===== config.mk =====
export PLATFORM = sky130hd
export DESIGN_NAME = p16_proj_driver
export DESIGN_NICKNAME = d
export VERILOG_FILES = /design/src/rtl/p16_proj_driver.sv
export SDC_FILE = /design/constraint.sdc
export NUM_CORES = 1
export LEC_CHECK = 0
export ABC_CLOCK_PERIOD_IN_PS = 2100
export CORE_ASPECT_RATIO = 0.7
export CORE_MARGIN = 2
export CORE_UTILIZATION = 28
export CTS_BUF_LIST = sky130_fd_sc_hd__clkbuf_4
export CTS_CLUSTER_DIAMETER = 40
export DETAILED_ROUTE_END_ITERATION = 8
export SYNTH_ARGS = -nofsm -noshare
export SYNTH_HDL_FRONTEND = slang
export SYNTH_SLANG_ARGS = --single-unit

===== constraint.sdc =====
create_clock -name clk -period 2.1 [get_ports clk]
set_input_delay 0.42 -clock clk [delete_from_list [all_inputs] [get_ports clk]]
set_output_delay 0.42 -clock clk [all_outputs]
set_load 0.05 [all_outputs]

===== src/rtl/p16_proj_driver.sv =====
// p16_proj_driver: host-command driver for one Tiny Tapeout project slot (clock, reset, ui/uio stimulus, output sampling).
// Define P16_DRV_UIO_LOOPBACK_EN to feed enabled uio outputs back onto uio_in.
module p16_proj_driver #(
  parameter int HALF_DIV   = 2,
  parameter int RST_CYCLES = 4
) (
  input  logic        clk,
  input  logic        rst_n,
  input  logic        cmd_valid,
  output logic        cmd_ready,
  input  logic [1:0]  cmd_op,
  input  logic [15:0] cmd_data,
  input  logic [7:0]  cmd_cnt,
  output logic        rsp_valid,
  input  logic        rsp_ready,
  output logic [23:0] rsp_ow,
  output logic        rsp_err,
  output logic [17:0] iw,
  input  logic [23:0] ow
);
  typedef enum logic [1:0] {IDLE, HIGH, LOW, RESP} state_t;
  localparam logic [7:0] HALF_LD = 8'(HALF_DIV - 1);
  localparam logic [7:0] RST_LD  = 8'(RST_CYCLES);
  state_t      state_q, state_d;
  logic [7:0]  ui_q, ui_d, uio_q, uio_d, rem_q, rem_d, half_q, half_d, uio_in;
  logic        p_clk_q, p_clk_d, p_rst_n_q, p_rst_n_d, rst_op_q, rst_op_d, rdy_q, err_q, err_d;
  logic [23:0] ow_q, ow_d;
  logic        run;
  assign run = (cmd_op == 2'b01 && cmd_cnt != 8'd0) || cmd_op == 2'b10;
  always_comb begin
    state_d   = state_q;
    ui_d      = ui_q;
    uio_d     = uio_q;
    rem_d     = rem_q;
    half_d    = half_q;
    p_clk_d   = p_clk_q;
    p_rst_n_d = p_rst_n_q;
    rst_op_d  = rst_op_q;
    err_d     = err_q;
    ow_d      = ow_q;
    unique case (state_q)
      IDLE: if (cmd_valid && cmd_ready) begin
        ow_d    = ow;
        err_d   = cmd_op == 2'b11;
        state_d = run ? HIGH : RESP;
        if (cmd_op == 2'b00) {uio_d, ui_d} = cmd_data;
        if (run) begin
          p_clk_d  = 1'b1;
          half_d   = HALF_LD;
          rem_d    = cmd_op[1] ? RST_LD : cmd_cnt;
          rst_op_d = cmd_op[1];
          if (cmd_op[1]) p_rst_n_d = 1'b0;
        end
      end
      HIGH: begin
        half_d = half_q == 8'd0 ? HALF_LD : half_q - 8'd1;
        if (half_q == 8'd0) begin
          state_d = LOW;
          p_clk_d = 1'b0;
        end
      end
      LOW: begin
        half_d = half_q == 8'd0 ? HALF_LD : half_q - 8'd1;
        if (half_q == 8'd0) begin
          rem_d = rem_q - 8'd1;
          if (rem_q == 8'd1) begin
            state_d = RESP;
            ow_d    = ow;
            err_d   = 1'b0;
            if (rst_op_q) p_rst_n_d = 1'b1;
          end else begin
            state_d = HIGH;
            p_clk_d = 1'b1;
          end
        end
      end
      RESP: if (rsp_ready) state_d = IDLE;
      default: state_d = IDLE;
    endcase
  end
  always_ff @(posedge clk or negedge rst_n) begin
    if (!rst_n) begin
      state_q   <= IDLE;
      ui_q      <= '0;
      uio_q     <= '0;
      rem_q     <= '0;
      half_q    <= '0;
      p_clk_q   <= 1'b0;
      p_rst_n_q <= 1'b0;
      rst_op_q  <= 1'b0;
      rdy_q     <= 1'b0;
      err_q     <= 1'b0;
      ow_q      <= '0;
    end else begin
      state_q   <= state_d;
      ui_q      <= ui_d;
      uio_q     <= uio_d;
      rem_q     <= rem_d;
      half_q    <= half_d;
      p_clk_q   <= p_clk_d;
      p_rst_n_q <= p_rst_n_d;
      rst_op_q  <= rst_op_d;
      rdy_q     <= state_d == IDLE;
      err_q     <= err_d;
      ow_q      <= ow_d;
    end
  end
`ifdef P16_DRV_UIO_LOOPBACK_EN
  assign uio_in = (ow[23:16] & ow[15:8]) | (~ow[23:16] & uio_q);
`else
  assign uio_in = uio_q;
`endif
  assign iw        = {uio_in, ui_q, p_rst_n_q, p_clk_q};
  assign cmd_ready = rdy_q;
  assign rsp_valid = state_q == RESP;
  assign rsp_ow    = ow_q;
  assign rsp_err   = err_q;
endmodule


[After elaboration in Yosys (flattened, before gate mapping)]
Index checks and enable logic that the tools add are counted.
Cells by class
  add/sub/neg operators: 2
  equality and inequality tests: 15
  muxes and demuxes: 37
  reductions and logical operators: 19
Operators by type and width (count)
  24-bit 2-to-1 mux: 3
  8-bit 2-to-1 mux: 7
  24-bit one-hot mux with 2 select lines: 1
  8-bit one-hot mux with 2 select lines: 2
  2-bit != test, second input constant: 8
  8-bit by 1-bit subtractor with 8-bit output, second input constant: 2
  1-bit 2-to-1 mux: 14
  2-bit 2-to-1 mux: 6
  3-bit AND reduction: 3
  2-bit == test, second input constant: 4
  8-bit by 1-bit == test with 1-bit output, second input constant: 1
  8-bit logical NOT: 1
  2-bit one-hot mux with 4 select lines: 1
  4-bit AND reduction: 2
  8-bit nonzero test: 1
  7-bit AND reduction: 1
  2-bit logical NOT: 3
  6-bit AND reduction: 1
  2-bit by 1-bit == test with 1-bit output, second input constant: 2
  1-bit one-hot mux with 2 select lines: 2
  2-bit nonzero test: 2
  1-bit one-hot mux with 3 select lines: 1
  3-bit nonzero test: 1
  1-bit logical AND: 2
  other kinds (2): 2
Storage, ports and cells
  register bits after elaboration: 63
  output and inout port bits: 45
  word-level logic and storage cells: 84

[Depth between registers and ports, before layout]
Gate-level depths: netlist (run 1).
  depth in word-level cells: 7
  gate-level depth with buffers: 9

[Least setup slack after synthesis (run 1)]
No wires, ideal clock.
  path kind: register -> register
  start: register rdy_q (netlist: cmd_ready)
  end: register ui_q[0]
  library setup time: 125 ps
  arrival: 1964 ps
  path slack: 12 ps
  cell stages (with the launch flop): 6
  path buffers: 1
  period minus slack after synthesis: 2088 ps
  cell sequence: dfrtp_1 -> and2_1 -> nand2_1 -> nor3_2 -> buf_2 -> mux2_2
Between the ends
  longest elaborated chain between the ends: 2
Ends and longest elaborated chain
  start, declared: line 26  | logic p_clk_q, p_clk_d, p_rst_n_q, p_rst_n_d, rst_op_q, rst_op_d, rdy_q, err_q, err_d;
  start signal, assigned: line 91  | rdy_q <= 1'b0;
  start signal, assigned: line 103  | rdy_q <= state_d == IDLE;
  1-bit logical AND: line 42  | IDLE: if (cmd_valid && cmd_ready) begin
  3-bit AND reduction (no source line)
  end signal, assigned: line 96  | ui_q <= ui_d;
  end, declared: line 25  | logic [7:0] ui_q, ui_d, uio_q, uio_d, rem_q, rem_d, half_q, half_d, uio_in;
No other way between the ends.
A chain may end at the register's enable or synchronous reset.

[Worst setup path in the final report (run 1)]
  start: register rem_q[4]
  end: register ow_q[19] (netlist: rsp_ow[19])
Between the ends
  longest elaborated chain between the ends: 3
Ends and longest elaborated chain
  start, declared: line 25
  start signal, assigned: line 98  | rem_q <= rem_d;
  8-bit by 1-bit == test with 1-bit output: line 66  | if (rem_q == 8'd1) begin
  2-bit != test (no source line)
  4-bit AND reduction (no source line)
  end signal, assigned: line 105  | ow_q <= ow_d;
  end, declared: line 27  | logic [23:0] ow_q, ow_d;
No other way between the ends.

==> key figures, run 1 <==
Clocking
  • CTS tree: yes
  • Worst-skew pair later-pin latency: around 0.41 ns
  • TritonCTS Buffers: 9
  • H-tree depth: 3
  • Root buffer cell: clkbuf_4
  • Clk sink count: 63
  • CTS Buffer Depth: 2
  • Reg clk slew, reported paths: about 0.11 ns

Floorplan
  • Rows: 32
  • Core box area: 11000 sq um
  • Die area: between 10000 and 15000 sq um
  • IO Count: between 90 and 100
  • Die X: 131 microns
  • Die Ht: approximately 93 microns
  • Initial Util: 0.287

Yosys
  • Cell Area, Synth: around 3100 sq um
  • Syn_area_per_cell: between 10 and 15 sq um
  • Asr flop ratio synth: 1.00
  • Number of synthesized flops with an enable pin: 0
  • Main synth FF type: dfrtp_1
  • Synth warnings: 0
  • Mapped Nets: 326
  • Synth area leaders: dfrtp_1 50%, mux2_4 9.1%, mux2_2 7.5%, ha_1 3.6%, o21ai_0 3.3%
  • Synth cell count leaders: 63 x dfrtp_1, 21 x mux2_2, 21 x o21ai_0, 19 x mux2_4, 19 x nor2_1
  • Synth Area in Compound Gates: 0.114
  • Register bit count reported by yosys: 63
  • Synth Area in XOR/XNOR: 0
  • Dominant cell type by area after synthesis: dfrtp_1
  • Synth Area in Simple Gates: 0.143
  • Syn Inst Count: 263
  • Most frequent cell after synthesis: dfrtp_1
  • Adder-cell share of the synthesized area: 0.0358
  • Sequential area share after synthesis: 0.501
  • Share of the synthesized area in the top cell type: 0.501
  • Synth unique cells: 52
  • Post-synthesis mux area share: 0.169
  • Largest family of logic cells by synthesized area: multiplexers

Timing
  • Final hold vios: 0
  • Final setup violation count: 0
  • Tcrit/Tclk final: 0.958
  • Max-slew violations: 0
  • Max Fclk: between 0.4 and 0.5 GHz
  • Setup WS post-layout: 0.0878 ns
  • Slew headroom: 0.616
  • Unrepaired setup endpoints after global routing: false
  • Min cycle time layout: 2.01 ns
  • Worst Skew: between 0.01 and 0.015 ns
  • Slew @ Worst Pin: 0.574 ns
  • Fin Setup TNS: 0 ns

Global routing
  • Initial antenna violation count: 0
  • Vias in the first global route: approximately 2700
  • Gr ovfl total: 0
  • Pin count of the biggest net entering global routing: between 50 and 60
  • Global-route wire length before repair: 13.4 mm
  • Global Route Usage Sum: 0.144

Power
  • Overall power: 0.00225 W
  • Leakage power: roughly 2.1 nW
  • Peak VDD IR: between 0.2 and 0.3 mV
  • Cell Pwr Density: approximately 470 nW/um^2

Critical path
  • Worst Setup SP: rem_q[4]$_DFFE_PN0P_
  • Worst r2r src: rem_q[4]$_DFFE_PN0P_
  • Slowest cell delay on critical path: roughly 0.43 ns
  • Worst Setup Start Kind: flop
  • Crit Path Max Fanout: 8
  • Slowest CP cell: dfrtp_1
  • Worst setup EP type: flop
  • CP Class: reg2reg
  • CP cell instances: nor3_1 > and4b_4 > nand2_4 > a22oi_4 > buf_12 > clkbuf_16 > mux2_4
  • Reg2reg setup slack: 0.09 ns
  • CP required: about 2.4 ns
  • Arrival time worst endpoint: approximately 2.3 ns
  • CP Capture Point: rsp_ow[19]$_DFFE_PN0P_
  • Depth of the worst register-to-register path: 7
  • RR Endpoint: rsp_ow[19]$_DFFE_PN0P_

Hold path
  • Hold Crit Class: in2async

Outcome
  • Status: complete, no violations

Detailed routing
  • Total Wirelength: roughly 8.3 mm
  • Vias/cell: about 4.6
  • Pre-antenna DRT Iters: 4
  • Via count: approximately 2600
  • Drt drc: 0
  • WL/cell: 14.8 microns
  • Iter 0 DRT Violations: roughly 130
  • DRT antenna net count: 0

Layout
  • Layout cell share with drive strength beyond 1: 0.277
  • Layout Nets: 464
  • N_diodes: 0
  • P&R area growth vs syn: 51.6%

Placement
  • Detailed-placement wirelength estimate: a little under 6 mm
  • Setup Slack @ Placement: -0.304 ns
  • RD Place Congestion: just over 0.8
  • Port bufs: 98

Job
  • Maxcap violations: 0
-- worst max-delay path: cells and delay by family, from the launching register on --
kind	cells	cell delay (ns)
compound gates	1	0.20
buf+inv	2	0.31
flops	1	0.43
mux	1	0.30
simple gates	3	0.66
-- logic make-up after synthesis --
logic type,after synthesis
compound gates,51
flops,63
fa+ha+maj,9
mux,41
buf+inv,20
simple gates,79
-- stage by stage --
step / instance area, sq um / instances / hold WS [ns] / utilization
5_1_grt: 4770 / 558 / 0.493 / 0.435
3_5_place_dp: 4500 / 535 / 0.356 / 0.410
3_3_place_gp: 4500 / 535 / 0.349 / 0.410
2_1_floorplan: 3150 / 263 / 0.124 / -
4_1_cts: 4610 / 551 / 0.469 / 0.421
6_report: 4770 / 558 / 0.485 / 0.435
-- worst min-delay path by stage --
stage	startpoint	end	slack (ns)	cells past startpoint
floorplan	rst_n	cmd_ready$_DFF_PN0_	0.12	0
global placement	rst_n	uio_in[1]$_DFFE_PN0P_	0.35	1
detailed placement	rst_n	uio_in[1]$_DFFE_PN0P_	0.36	1
CTS	rst_n	uio_in[1]$_DFFE_PN0P_	0.47	2
global route	rst_n	uio_in[1]$_DFFE_PN0P_	0.49	2
finish	rst_n	uio_in[1]$_DFFE_PN0P_	0.49	2
-- registers in the layout, indices dropped and copies added, names as in the netlist, 2 cells and up --
register	cells
rem_q	8
state_q	2
uio_in	8
rsp_ow	24
ui_q	8
half_q	8
-- cell usage in the layout, fill, tap and decap left out, drive strengths merged, types with 2 or more instances in the layout --
master / instances
clkdlybuf4s50: 89
dfrtp: 63
mux2: 40
buf: 39
o21ai: 21
nor2: 19
nand2: 16
clkbuf: 12
inv: 10
ha: 9
nand3: 8
a21oi: 6
dlymetal6s2s: 6
nor3: 6
nor4: 5
nand2b: 4
a32oi: 4
or4: 4
clkinv: 4
nand4: 3
nor3b: 3
o22a: 2
nand4b: 2
o211ai: 2
a21o: 2
o31ai: 2
and2: 2
a22oi: 2
-- layout make-up --
cell class | count | area (sq um)
multi-input cells | 180 | 1480
inverters | 10 | 37.5
flip-flops and latches | 63 | 1580
well taps | 153 | 191
repair buffers | 137 | 1380
fillers | 1054 | 6200
clock inverters | 5 | 26.3
clock buffers | 10 | 75.1
-- power breakdown --
group	switching, W	internal (W)	leakage (nW)
clock	0.000437	0.000240	0.0595
combinational	0.000156	0.000166	1.27
sequential	0.0000155	0.00124	0.761
-- timing repair --
item                                    CTS  global route
endpoints found under the hold margin    13             0
hold buffers                              1             0
endpoints found under the setup margin    2            45
gates resized for setup                   1            16
buffers inserted                          0             5
cloned                                    0             2
pin swaps                                 1             2
-- routing by layer --
| layer | GRT usage | up-vias | wire length (microns) |
|---|---|---|---|
| li1 | - | 1244 | - |
| met1 | 0.192 | 1242 | 3860 |
| met2 | 0.214 | 85 | 3660 |
| met3 | 0.0647 | 5 | 690 |
| met4 | 0.0372 | 0 | 61 |
| met5 | 0 | - | 0 |
No activity file was read; power rests on OpenSTA's default activity.
==> run 2: changes to the inputs <==
ABC_CLOCK_PERIOD_IN_PS = unset   (was 2100)
SKIP_LAST_GASP = 1   (was unset)
==> run 2 against run 1 <==
Compared with the run above: wire length rose by 0.23%; first-iteration DRC count up 2.3%; clock-buffer cell count did not move; critical path depth did not move; core utilization shrank 0.057 points; register-to-register slack barely moved; non-clock buffer count rose by 1.
==> key figures, run 2 (same netlist as run 1, synthesis figures left out) <==
Detailed routing
  • Via count: roughly 2600
  • Iter 0 DRT Violations: between 100 and 150
  • Drt drc: 0
  • DRT antenna net count: 0
  • WL/cell: between 10 and 15 microns
  • Vias/cell: ~4.7
  • Total Wirelength: slightly above 8 mm
  • Pre-antenna DRT Iters: 4

Clocking
  • Clk sink count: 63
  • TritonCTS Buffers: 9
  • H-tree depth: 3
  • Root buffer cell: clkbuf_4
  • Worst-skew pair later-pin latency: 0.41 ns
  • Reg clk slew, reported paths: about 0.11 ns
  • CTS Buffer Depth: 2
  • CTS tree: yes

Layout
  • P&R area growth vs syn: 51.4%
  • N_diodes: 0
  • Fillers: between 1000 and 1500
  • Cell area after layout: between 4000 and 5000 sq um
  • Most common cell after layout, fill and taps aside: clkdlybuf4s50_1
  • Final Non-Filler Cells: 559
  • Final core occ: 0.434
  • Most frequent cells in the layout: 89 x clkdlybuf4s50_1, 63 x dfrtp_1, 34 x buf_4
  • Layout cell share with drive strength beyond 1: 0.278
  • Layout Nets: 465
  • Number of flip-flops in the largest register: 24

Critical path
  • Worst Setup SP: rem_q[4]$_DFFE_PN0P_
  • Arrival time worst endpoint: 2.31 ns
  • Worst Setup Start Kind: flop
  • Worst setup EP type: flop
  • CP required: 2.39 ns
  • Worst r2r src: rem_q[4]$_DFFE_PN0P_
  • Crit Path Max Fanout: 8
  • CP Class: reg2reg

Floorplan
  • Die area: around 12000 sq um
  • Core box area: between 10000 and 15000 sq um
  • Die X: 131 microns
  • Die Ht: 92.7 microns
  • IO Count: slightly below 100
  • Rows: 32
  • Initial Util: 0.287

Timing
  • Unrepaired setup endpoints after global routing: false
  • Fin Setup TNS: 0 ns
  • Min cycle time layout: roughly 2 ns
  • Slew @ Worst Pin: 0.568 ns
  • Worst Skew: ~0.014 ns
  • Final setup violation count: 0
  • Slew headroom: 0.620
  • Max Fclk: just under 0.5 GHz
  • Setup WS post-layout: ~0.082 ns
  • Tcrit/Tclk final: 0.961
  • Final hold vios: 0
  • Max-slew violations: 0

Power
  • Peak VDD IR: ~0.29 mV
  • Leakage power: ~2.1 nW
  • Cell Pwr Density: about 470 nW/um^2

Hold path
  • Hold Crit Class: in2async

Global routing
  • Grt met3 use: 0.0647
  • Gr ovfl total: 0
  • Global Route Usage Sum: 0.144
  • Initial antenna violation count: 0
  • Global-route wire length before repair: ~13 mm
  • Grt met1 use: 0.192
  • Global route hottest layer: met2
  • Vias in the first global route: 2730
  • Met2 Use GR: 0.214
  • Pin count of the biggest net entering global routing: 51

Placement
  • Placed cell count: around 540
  • Placed cell areas: between 4000 and 5000 sq um
  • Detailed-placement wirelength estimate: around 6.0 mm
  • Port bufs: between 90 and 100
  • RD Place Congestion: around 0.81
  • Setup Slack @ Placement: -0.304 ns

Job
  • Maxcap violations: 0

Outcome
  • Status: complete, no violations
run 2: cell count changes in the layout (fill, tap and decap cells not counted):
cell	change
buf_12	-2
buf_4	+1
buf_6	+1
buf_8	+1
run 2: layout make-up:
cell class	instances	area (sq um)	share of cell area
Inverter	10	37.5	0.00788
Multi-Input combinational cell	180	1480	0.311
Timing Repair Buffer	138	1370	0.288
Clock inverter	5	26.3	0.00552
Sequential cell	63	1580	0.331
Clock buffer	10	75.1	0.0158
Tap cell	153	191	0.0402
run 2: path summary, 6_finish.rpt:
path	end	slack, ns	cells after the start
min reg2reg	ui_q[7]$_DFFE_PN0P_	0.51	1
max	rsp_ow[19]$_DFFE_PN0P_	0.08	7
min in group clk	ui_q[7]$_DFFE_PN0P_	0.51	1
min	uio_in[1]$_DFFE_PN0P_	0.48	2
max in group asynchronous	half_q[6]$_DFFE_PN0P_	1.01	3
max reg2reg	rsp_ow[19]$_DFFE_PN0P_	0.08	7
run 2: routing by layer:
| metal | share of wire | wire length [microns] |
|---|---|---|
| met3 | 0.090 | 747 |
| met5 | 0 | 0 |
| met4 | 0.0072 | 60 |
| met1 | 0.46 | 3810 |
| met2 | 0.44 | 3680 |
run 2: where the power goes:
| group | switching [W] | internal, W |
|---|---|---|
| combinational | 0.000156 | 0.000166 |
| clock | 0.000437 | 0.000240 |
| sequential | 0.0000155 | 0.00124 |
| total | 0.000608 | 0.00164 |
run 2: through the flow:
step | power, W | hold slack (ns)
2_1_floorplan | 0.00140 | 0.124
3_3_place_gp | 0.00160 | 0.349
3_5_place_dp | 0.00160 | 0.356
4_1_cts | 0.00231 | 0.469
5_1_grt | 0.00238 | 0.493
6_report | 0.00225 | 0.484
run 2: what timing repair did:
item	in CTS	in global routing
pin swaps	0	2
hold buffers	1	0
cloned	0	2
endpoints found under the setup margin	2	45
hold endpoints to repair	13	0
gates resized for setup	1	16
buffers inserted	0	6
run 2: critical path: stages, from the launching register on:
cell	delay, ns
dfrtp_1	0.43
nor3_1	0.27
and4b_4	0.33
nand2_4	0.07
a22oi_4	0.18
buf_4	0.17
clkbuf_16	0.16
mux2_4	0.30
==> run 3: changes to the inputs <==
ABC_CLOCK_PERIOD_IN_PS = 2100   (was unset)
CTS_CLUSTER_DIAMETER = unset   (was 40)
==> results of run 3 <==
Same layout as run 2: the final DEF is identical, and so are final timing and power.
